### config.mk
export PLATFORM = sky130hd
export DESIGN_NAME = fetch_unit
export DESIGN_NICKNAME = d
export VERILOG_FILES = /design/src/rtl/fetch_unit_pkg.sv /design/src/rtl/fetch_unit_pc_next.sv /design/src/rtl/fetch_unit.sv
export SDC_FILE = /design/constraint.sdc
export NUM_CORES = 1
export LEC_CHECK = 0
export CORE_ASPECT_RATIO = 1.4
export CORE_UTILIZATION = 43
export DETAILED_ROUTE_END_ITERATION = 16
export GPL_TIMING_DRIVEN = 0
export PLACE_DENSITY = 0.85
export REMOVE_ABC_BUFFERS = 1
export SETUP_SLACK_MARGIN = 0.1
export SYNTH_ARGS = -nofsm -noshare
export SYNTH_HDL_FRONTEND = slang
export SYNTH_HIERARCHICAL = 1
export SYNTH_SLANG_ARGS = --single-unit
### constraint.sdc
create_clock -name clk -period 5.6 [get_ports clk]
set_clock_uncertainty 0.2 [all_clocks]
set_input_delay 1.12 -clock clk [delete_from_list [all_inputs] [get_ports clk]]
set_output_delay 1.12 -clock clk [all_outputs]
set_load 0.005 [all_outputs]
### src/rtl/fetch_unit_pkg.sv
// Shared definitions for the fetch stage: FSM encoding, reset PC and instruction field positions.
package fetch_unit_pkg;

    typedef enum logic [1:0] {
        S_IDLE  = 2'd0,
        S_FETCH = 2'd1,
        S_EXEC  = 2'd2
    } state_e;

    localparam logic [31:0] RESET_PC_DEFAULT = 32'h0000_0000;

    localparam int unsigned OPC_MSB    = 31;
    localparam int unsigned OPC_LSB    = 26;
    localparam int unsigned IMM_MSB    = 15;
    localparam int unsigned IMM_LSB    = 0;
    localparam int unsigned TARGET_MSB = 25;
    localparam int unsigned TARGET_LSB = 0;

endpackage

### src/rtl/fetch_unit_pc_next.sv
// Combinational next-PC select: jr > jump > taken branch > sequential.
module fetch_unit_pc_next (
    input  logic [31:0] i_pc_plus4,
    input  logic [15:0] i_imm,
    input  logic [25:0] i_target,
    input  logic        i_branch,
    input  logic        i_zero,
    input  logic        i_jump,
    input  logic        i_jr,
    input  logic [29:0] i_jr_target,
    output logic [31:0] o_next_pc
);

    logic [31:0] w_branch_off;

    assign w_branch_off = {{14{i_imm[15]}}, i_imm, 2'b00};

    always_comb begin
        o_next_pc = i_pc_plus4;
        if (i_jr) begin
            o_next_pc = {i_jr_target, 2'b00};
        end else if (i_jump) begin
            o_next_pc = {i_pc_plus4[31:28], i_target, 2'b00};
        end else if (i_branch && i_zero) begin
            o_next_pc = i_pc_plus4 + w_branch_off;
        end
    end

endmodule

### src/rtl/fetch_unit.sv
// Instruction-fetch stage: PC, req/ack fetch FSM, instruction register and retired counter.
import fetch_unit_pkg::*;

module fetch_unit #(
    parameter logic [31:0] RESET_PC = RESET_PC_DEFAULT,
    parameter int unsigned CNT_W    = 32
) (
    input  logic             clk,
    input  logic             rst,
    output logic             imem_req,
    output logic [31:0]      imem_addr,
    input  logic             imem_ack,
    input  logic [31:0]      imem_rdata,
    input  logic             branch,
    input  logic             jump,
    input  logic             zero,
    input  logic             jr,
    input  logic [31:0]      jr_target,
    output logic [31:0]      instr,
    output logic             instr_valid,
    output logic [31:0]      pc,
    output logic [31:0]      pc_plus4,
    output logic [CNT_W-1:0] retired
);

    state_e           r_state;
    state_e           w_state_next;
    logic [31:0]      r_pc;
    logic [31:0]      r_instr;
    logic [CNT_W-1:0] r_retired;
    logic [31:0]      w_pc_plus4;
    logic [31:0]      w_next_pc;

    assign w_pc_plus4 = r_pc + 32'd4;

    always_ff @(posedge clk or posedge rst) begin
        if (rst) begin
            r_state <= S_IDLE;
        end else begin
            r_state <= w_state_next;
        end
    end

    always_comb begin
        w_state_next = r_state;
        case (r_state)
            S_IDLE:  w_state_next = S_FETCH;
            S_FETCH: w_state_next = imem_ack ? S_EXEC : S_FETCH;
            S_EXEC:  w_state_next = S_FETCH;
            default: w_state_next = S_IDLE;
        endcase
    end

    // Decoded from state so reset drops the request without waiting for an edge.
    always_comb begin
        imem_req    = 1'b0;
        instr_valid = 1'b0;
        case (r_state)
            S_FETCH: imem_req    = 1'b1;
            S_EXEC:  instr_valid = 1'b1;
            default: ;
        endcase
    end

    fetch_unit_pc_next u_pc_next (
        .i_pc_plus4  (w_pc_plus4),
        .i_imm       (r_instr[IMM_MSB:IMM_LSB]),
        .i_target    (r_instr[TARGET_MSB:TARGET_LSB]),
        .i_branch    (branch),
        .i_zero      (zero),
        .i_jump      (jump),
        .i_jr        (jr),
        .i_jr_target (jr_target[31:2]),
        .o_next_pc   (w_next_pc)
    );

    always_ff @(posedge clk or posedge rst) begin
        if (rst) begin
            r_pc      <= RESET_PC;
            r_instr   <= '0;
            r_retired <= '0;
        end else begin
            if (r_state == S_FETCH && imem_ack) begin
                r_instr <= imem_rdata;
            end
            if (r_state == S_EXEC) begin
                r_pc      <= w_next_pc;
                r_retired <= r_retired + CNT_W'(1);
            end
        end
    end

    assign imem_addr = r_pc;
    assign pc        = r_pc;
    assign pc_plus4  = w_pc_plus4;
    assign instr     = r_instr;
    assign retired   = r_retired;

endmodule

Word level (Yosys, flattened, before mapping)
Cells that the tools add are included.
{"block": "totals", "inputBits": 71, "reg_bits": 98, "wordCells": 20}
{"block": "op_classes", "muxes": 7, "n_addsub": 3, "eq_ne": 2, "n_reduce_logical": 4}
{"op": "$mux 32", "n": 3}
{"op": "$add 32x1->32 const B", "n": 1}
{"op": "$add 32x3->32 const B", "n": 1}
{"op": "$add 32x32->32", "n": 1}
{"op": "$pmux 2 s2", "n": 1}
{"op": "$eq 2x1->1 const B", "n": 1}
{"op": "$eq 2x2->1 const B", "n": 1}
{"op": "$logic_and 1x1->1", "n": 2}
{"op": "$logic_not 2->1", "n": 1}
{"op": "$mux 1", "n": 2}
{"op": "$mux 2", "n": 1}
{"op": "$reduce_or 2->1", "n": 1}

Longest topological paths before layout
{"block": "depth", "word_depth": 5, "ltp_mapped": 16, "mapped_depth_nobuf": 16}

Hierarchy
The synthesis kept the hierarchy.
{"mod": "fetch_unit", "seq_area_each_um2": 2452.4, "area_each_um2": 4697.0, "cells_per_inst": 396, "instances": 1}
{"mod": "fetch_unit_pc_next", "seq_area_each_um2": 0.0, "area_each_um2": 2406.1, "cells_per_inst": 386, "instances": 1}

Worst setup path before layout
No wires, ideal clock.
{"block": "synth_path", "path_type": "reg-to-reg", "startpoint": "register r_pc[2], in the netlist imem_addr[2]", "endpoint": "register r_pc[26], in the netlist imem_addr[26]", "arrival_time_ns": 3.560, "setup_time_ns": 0.125, "slack_ns": 1.715, "n_path_buf": 1, "required_time_ns": 5.275, "stages_incl_launch_ff": 17, "path_cell_list": "dfrtp_1 > ha_1 > nand3_1 > nor4_1 > nand4_1 > xnor2_1 > ha_1 > clkbuf_1 > nand4_1 > a221oi_1 > a211o_1 > a31oi_2 > o311ai_1 > a21oi_1 > xor2_1 > a21oi_1 > mux2_2"}
{"block": "synth_between", "elab_chain_len": 5}
{"element": "from (decl)", "line": "fetch_unit.sv:28", "source": "logic [31:0] r_pc;"}
{"element": "from (signal assigned)", "line": "fetch_unit.sv:87", "source": "r_pc <= w_next_pc;"}
{"element": "$add 32x3->32", "line": "fetch_unit.sv:34", "source": "assign w_pc_plus4 = r_pc + 32'd4;"}
{"element": "named net pc_plus4[18]", "line": "fetch_unit.sv:22", "source": "output logic [31:0] pc_plus4,"}
{"element": "$add 32x32->32", "line": "fetch_unit_pc_next.sv:25", "source": "o_next_pc = i_pc_plus4 + w_branch_off;"}
{"element": "$mux 32", "line": "fetch_unit_pc_next.sv:24", "source": "end else if (i_branch && i_zero) begin"}
{"element": "$mux 32", "line": "fetch_unit_pc_next.sv:22", "source": "end else if (i_jump) begin"}
{"element": "$mux 32", "line": "fetch_unit_pc_next.sv:20", "source": "if (i_jr) begin"}
{"element": "named net w_next_pc[26]", "line": "fetch_unit.sv:32", "source": "logic [31:0] w_next_pc;"}
The timed path passes the listed nets, and every way through them passes these cells.
A chain may end at the register's enable or synchronous reset.

Final worst setup path
{"block": "layout_path", "startpoint": "register r_pc[3], in the netlist imem_addr[3]", "endpoint": "register r_pc[26], in the netlist imem_addr[26]"}
{"block": "layout_between", "elab_chain_len": 5}
{"element": "$add 32x3->32 *", "line": "fetch_unit.sv:34"}
{"element": "$add 32x32->32", "line": "fetch_unit_pc_next.sv:25"}
{"element": "$mux 32 *", "line": "fetch_unit_pc_next.sv:24"}
{"element": "$mux 32 *", "line": "fetch_unit_pc_next.sv:22"}
{"element": "$mux 32 *", "line": "fetch_unit_pc_next.sv:20"}
{"element": "named net w_next_pc[26]", "line": "fetch_unit.sv:32"}
The timed path passes the listed nets; every way through them passes the cells marked *.

==> metrics list <==
* Outcome: completed
* Via Count: 6567
- Yosys warning total: 6
* Worst reg2reg setup slack: 810 ps
* Part of the total power dissipated in sequential elements: 25.0%
- Maximum number of pins on one net before global-route repair: 56
* Number of top-level pins: around 230
* Clock period minus worst slack: between 4000 and 5000 ps
* Die area: around 17000 um2
- Register clock-pin slew on the reported worst setup and hold paths: 80 ps
* Leading post-synthesis cells by instance count: 98 x sky130_fd_sc_hd__dfrtp_1, 88 x sky130_fd_sc_hd__nand2_1, 77 x sky130_fd_sc_hd__a21oi_1, 61 x sky130_fd_sc_hd__mux2_2, 55 x sky130_fd_sc_hd__xnor2_1
* Maximum net fanout on the critical path: 7
- Wires add up to 20.4 mm.
- WP data arrival: just under 5000 ps
* Initial Util: a little over two fifths
- Worst slew slack as a fraction of its limit: about 25%
- Number of placed instances, taps included: 1150
- Counting every instance in the synthesized netlist gives slightly below 800.
- Max-cap violations in this run came to 0.
- Sequential-to-total area share from yosys stat: between 30% and 40%
* Fin Setup TNS: 0 ps
- Data on the critical path is required at its endpoint by around 5600 ps.
- The synthesized netlist contains about 70 unique library cells.
* Setup slack at placement: 278 ps
- The detail route stage leaves a number of antenna-violating nets equal to 0.
- Number of enable-type register cells in the synthesized netlist: 0
- Routed wire per std cell: approximately 17 um
- Peak Freq: about 210 MHz
- In the routed design, unresolved DRC markers number 0.
- After synthesis the netlist holds a flip-flop and latch count of 98.
- Maximum vdd drop: just over 0.0003 V
* CTS buffer count: 9
* Worst slew pin tran: about 1100 ps
- Sinks on the clock net: 98
* GRT Overall Usage: 24.0%
- For hold timing, the worst endpoint is retired[30]$_DFFE_PP0P_.
- STA classifies the critical path startpoint as a flop.
- The startpoint identified for the worst hold timing path is retired[30]$_DFFE_PP0P_.
- Fraction of the cycle the final worst path needs: 85.6%
* Combinational cell fraction of total power: ~62%
- Dominant cell by count in the synthesized netlist: sky130_fd_sc_hd__dfrtp_1
* First drt pass iteration count: 5
- Worst-case setup margin in the final layout: about 810 ps
- Counting along the longest clock path gives a buffer depth of 2.
- Proportion of netlist area held by the largest area contributor: about 35%
* Wire length of the first global-routing pass: between 30 and 40 mm
* Synth area leader: sky130_fd_sc_hd__dfrtp_1
* Hold path depth: 1
- Total number of H-tree levels: 3
- Number of hold violations in the final report: 0
- The clock network accounts for between 10% and 20% of the total power.
- The worst register-to-register path ends at imem_addr[26]$_DFFE_PP0P_.
- Primary FF master, synth: sky130_fd_sc_hd__dfrtp_1
- Sw frac: 41.6%
- For this block, the initial DRC count from the detailed router was between 300 and 400.
* Internal power of the cells: roughly 2800 uW
- The worst hold path belongs to the class reg2reg.
- Placer's final routability congestion estimate: 0.875
- Post-CTS Hold Buffers: 0
- Floorplan core area: approximately 16000 um2
* Initial antenna violation count: 0
- Setup-failing EPs final: 0
* Type of the setup path with the least slack: reg2reg
- Net count, final: between 1000 and 1500
- TritonCTS built the clock tree.
- X dimension of the die: approximately 110 um
* Number of global-route vias before repair: 6628
* Half-perimeter wire length after detailed placement: around 15 mm
- Start of the worst register-to-register path: imem_addr[3]$_DFFE_PP0P_
- Once the clock tree was built, the setup fixing pass inserted 0 buffers.
- Post-CTS repair changed the size of 0 cells.
- Setup repair after global routing left no endpoint under its margin.
* Later-pin clock latency in the skew report: approximately 340 ps
- Compared with the post-synthesis result, the final layout area differs by 35.5%.
- Max-slew violation total from the final report: 0
- Measured in cells, the most critical reg-to-reg path has a length of 15.
* Total congestion overflow: 0
- Chip height: approximately 150 um
* Post-route non-filler standard cell count: approximately 1200
* Async set or reset register ratio after synthesis: 100%
- Diodes inserted: 0
- In this run the core area contains 55 standard-cell rows.
- Hold timing on the final database bottoms out at a slack of between 300 and 400 ps.
- STA classifies the critical path endpoint as a flop.
* Avg Synthesized Cell Area: about 9 um2
- The analysis attributes to cell leakage a power of a little under 0.004 uW.
- The tree is rooted in a sky130_fd_sc_hd__clkbuf_16.
- Via/cell ratio: 5.63
- After synthesis, the cell types taking the most area are sky130_fd_sc_hd__dfrtp_1 35%, sky130_fd_sc_hd__mux2_2 9.7%, sky130_fd_sc_hd__xnor2_1 6.8%, sky130_fd_sc_hd__ha_1 5.5%, sky130_fd_sc_hd__a21oi_1 5.4%.
- Synthesized area: approximately 7100 um2
* Count of buffers inserted at the top-level ports: 230
- Power spread over the standard cell area amounts to slightly above 500 nW/um2.
- The post-route netlist has 10.9% of its cells at a drive strength greater than 1.
- In this run the power spent charging and discharging nets is between 2000 and 2500 uW.
## worst max-delay path: stages (launching register included)
cell and delay, ps:
sky130_fd_sc_hd__dfrtp_1 430, sky130_fd_sc_hd__ha_1 230, sky130_fd_sc_hd__nand3_1 170, sky130_fd_sc_hd__nor4_1 880
sky130_fd_sc_hd__nand4_1 210, sky130_fd_sc_hd__xnor2_1 320, sky130_fd_sc_hd__ha_1 370, sky130_fd_sc_hd__nand4_1 160
sky130_fd_sc_hd__a221oi_1 70, sky130_fd_sc_hd__a211o_1 290, sky130_fd_sc_hd__a31oi_2 260, sky130_fd_sc_hd__o311ai_1 180
sky130_fd_sc_hd__a21oi_1 300, sky130_fd_sc_hd__xor2_1 230, sky130_fd_sc_hd__a21oi_1 90, sky130_fd_sc_hd__mux2_2 300
## logic make-up (layout without fill, tap and decap cells)
family                     Yosys count  in the layout  synth area share (%)
buffers and inverters               88            273                  7.10
and+or+nand+nor                    236            236                  16.7
muxes                               62             62                  9.81
xor gates and xnor gates            82             82                  10.1
DFF                                 98             98                  34.5
AOI/OAI and AO/OA                  184            184                  16.0
adders and majority gates           32             32                  5.74
## worst max-delay path by stage
stage,from,to,slack [ps],depth (start not counted)
finish,imem_addr[3]$_DFFE_PP0P_,imem_addr[26]$_DFFE_PP0P_,810,15
global route,imem_addr[2]$_DFFE_PP0P_,imem_addr[26]$_DFFE_PP0P_,320,15
CTS,jump,imem_addr[28]$_DFFE_PP0P_,630,7
detailed placement,jump,imem_addr[28]$_DFFE_PP0P_,280,7
global placement,rst,instr[16]$_DFFE_PP0P_,70,2
floorplan,rst,imem_addr[0]$_DFFE_PP0P_,1720,1
## area by class of cell
type	instances	area [um2]
flip-flops and latches	98	2450
multi-input cells	596	4160
repair buffers	234	2370
well taps	199	249
inverters	23	88.8
clock inverters	7	78.8
clock buffers	9	225
fillers	1356	6550
## cells in the final DEF, fill, tap and decap left out, drive strengths merged, types with 30 or more instances in the layout
cell type,count
nor2,30
ha,31
nand3,36
dfrtp,98
clkdlybuf4s50,228
nand2,88
o21ai,48
mux2,61
a21oi,78
xnor2,55
## power groups by stage
stage	clock network, uW	logic, uW	registers [uW]
2_1_floorplan	0	1720	1180
3_3_place_gp	0	2930	1220
3_5_place_dp	0	2980	1240
4_1_cts	653	3010	1220
5_1_grt	680	3290	1270
6_report	638	3020	1220
## flip-flops by register name, summed over array words and instances (netlist names)
register	flops
instr	32
r_state	2
imem_addr	32
retired	32
## routing by layer
metal,vias to the layer above,part of all wire (%),GRT usage [%]
li1,3145,-,-
met3,36,5.7,4.10
met5,-,0,0
met2,237,53,45.0
met4,0,3.0,10.3
met1,3149,38,26.3
## metrics by stage
stage / total power, uW / util, % / area (um2)
after floorplan: 2900 / - / 6690
after global placement: 4150 / 57.1 / 9240
after detailed placement: 4220 / 57.7 / 9330
after CTS: 4890 / 59.5 / 9630
after global routing: 5240 / 59.5 / 9620
final: 4880 / 59.5 / 9620
Note: power is estimated with default switching activity, not from simulation.
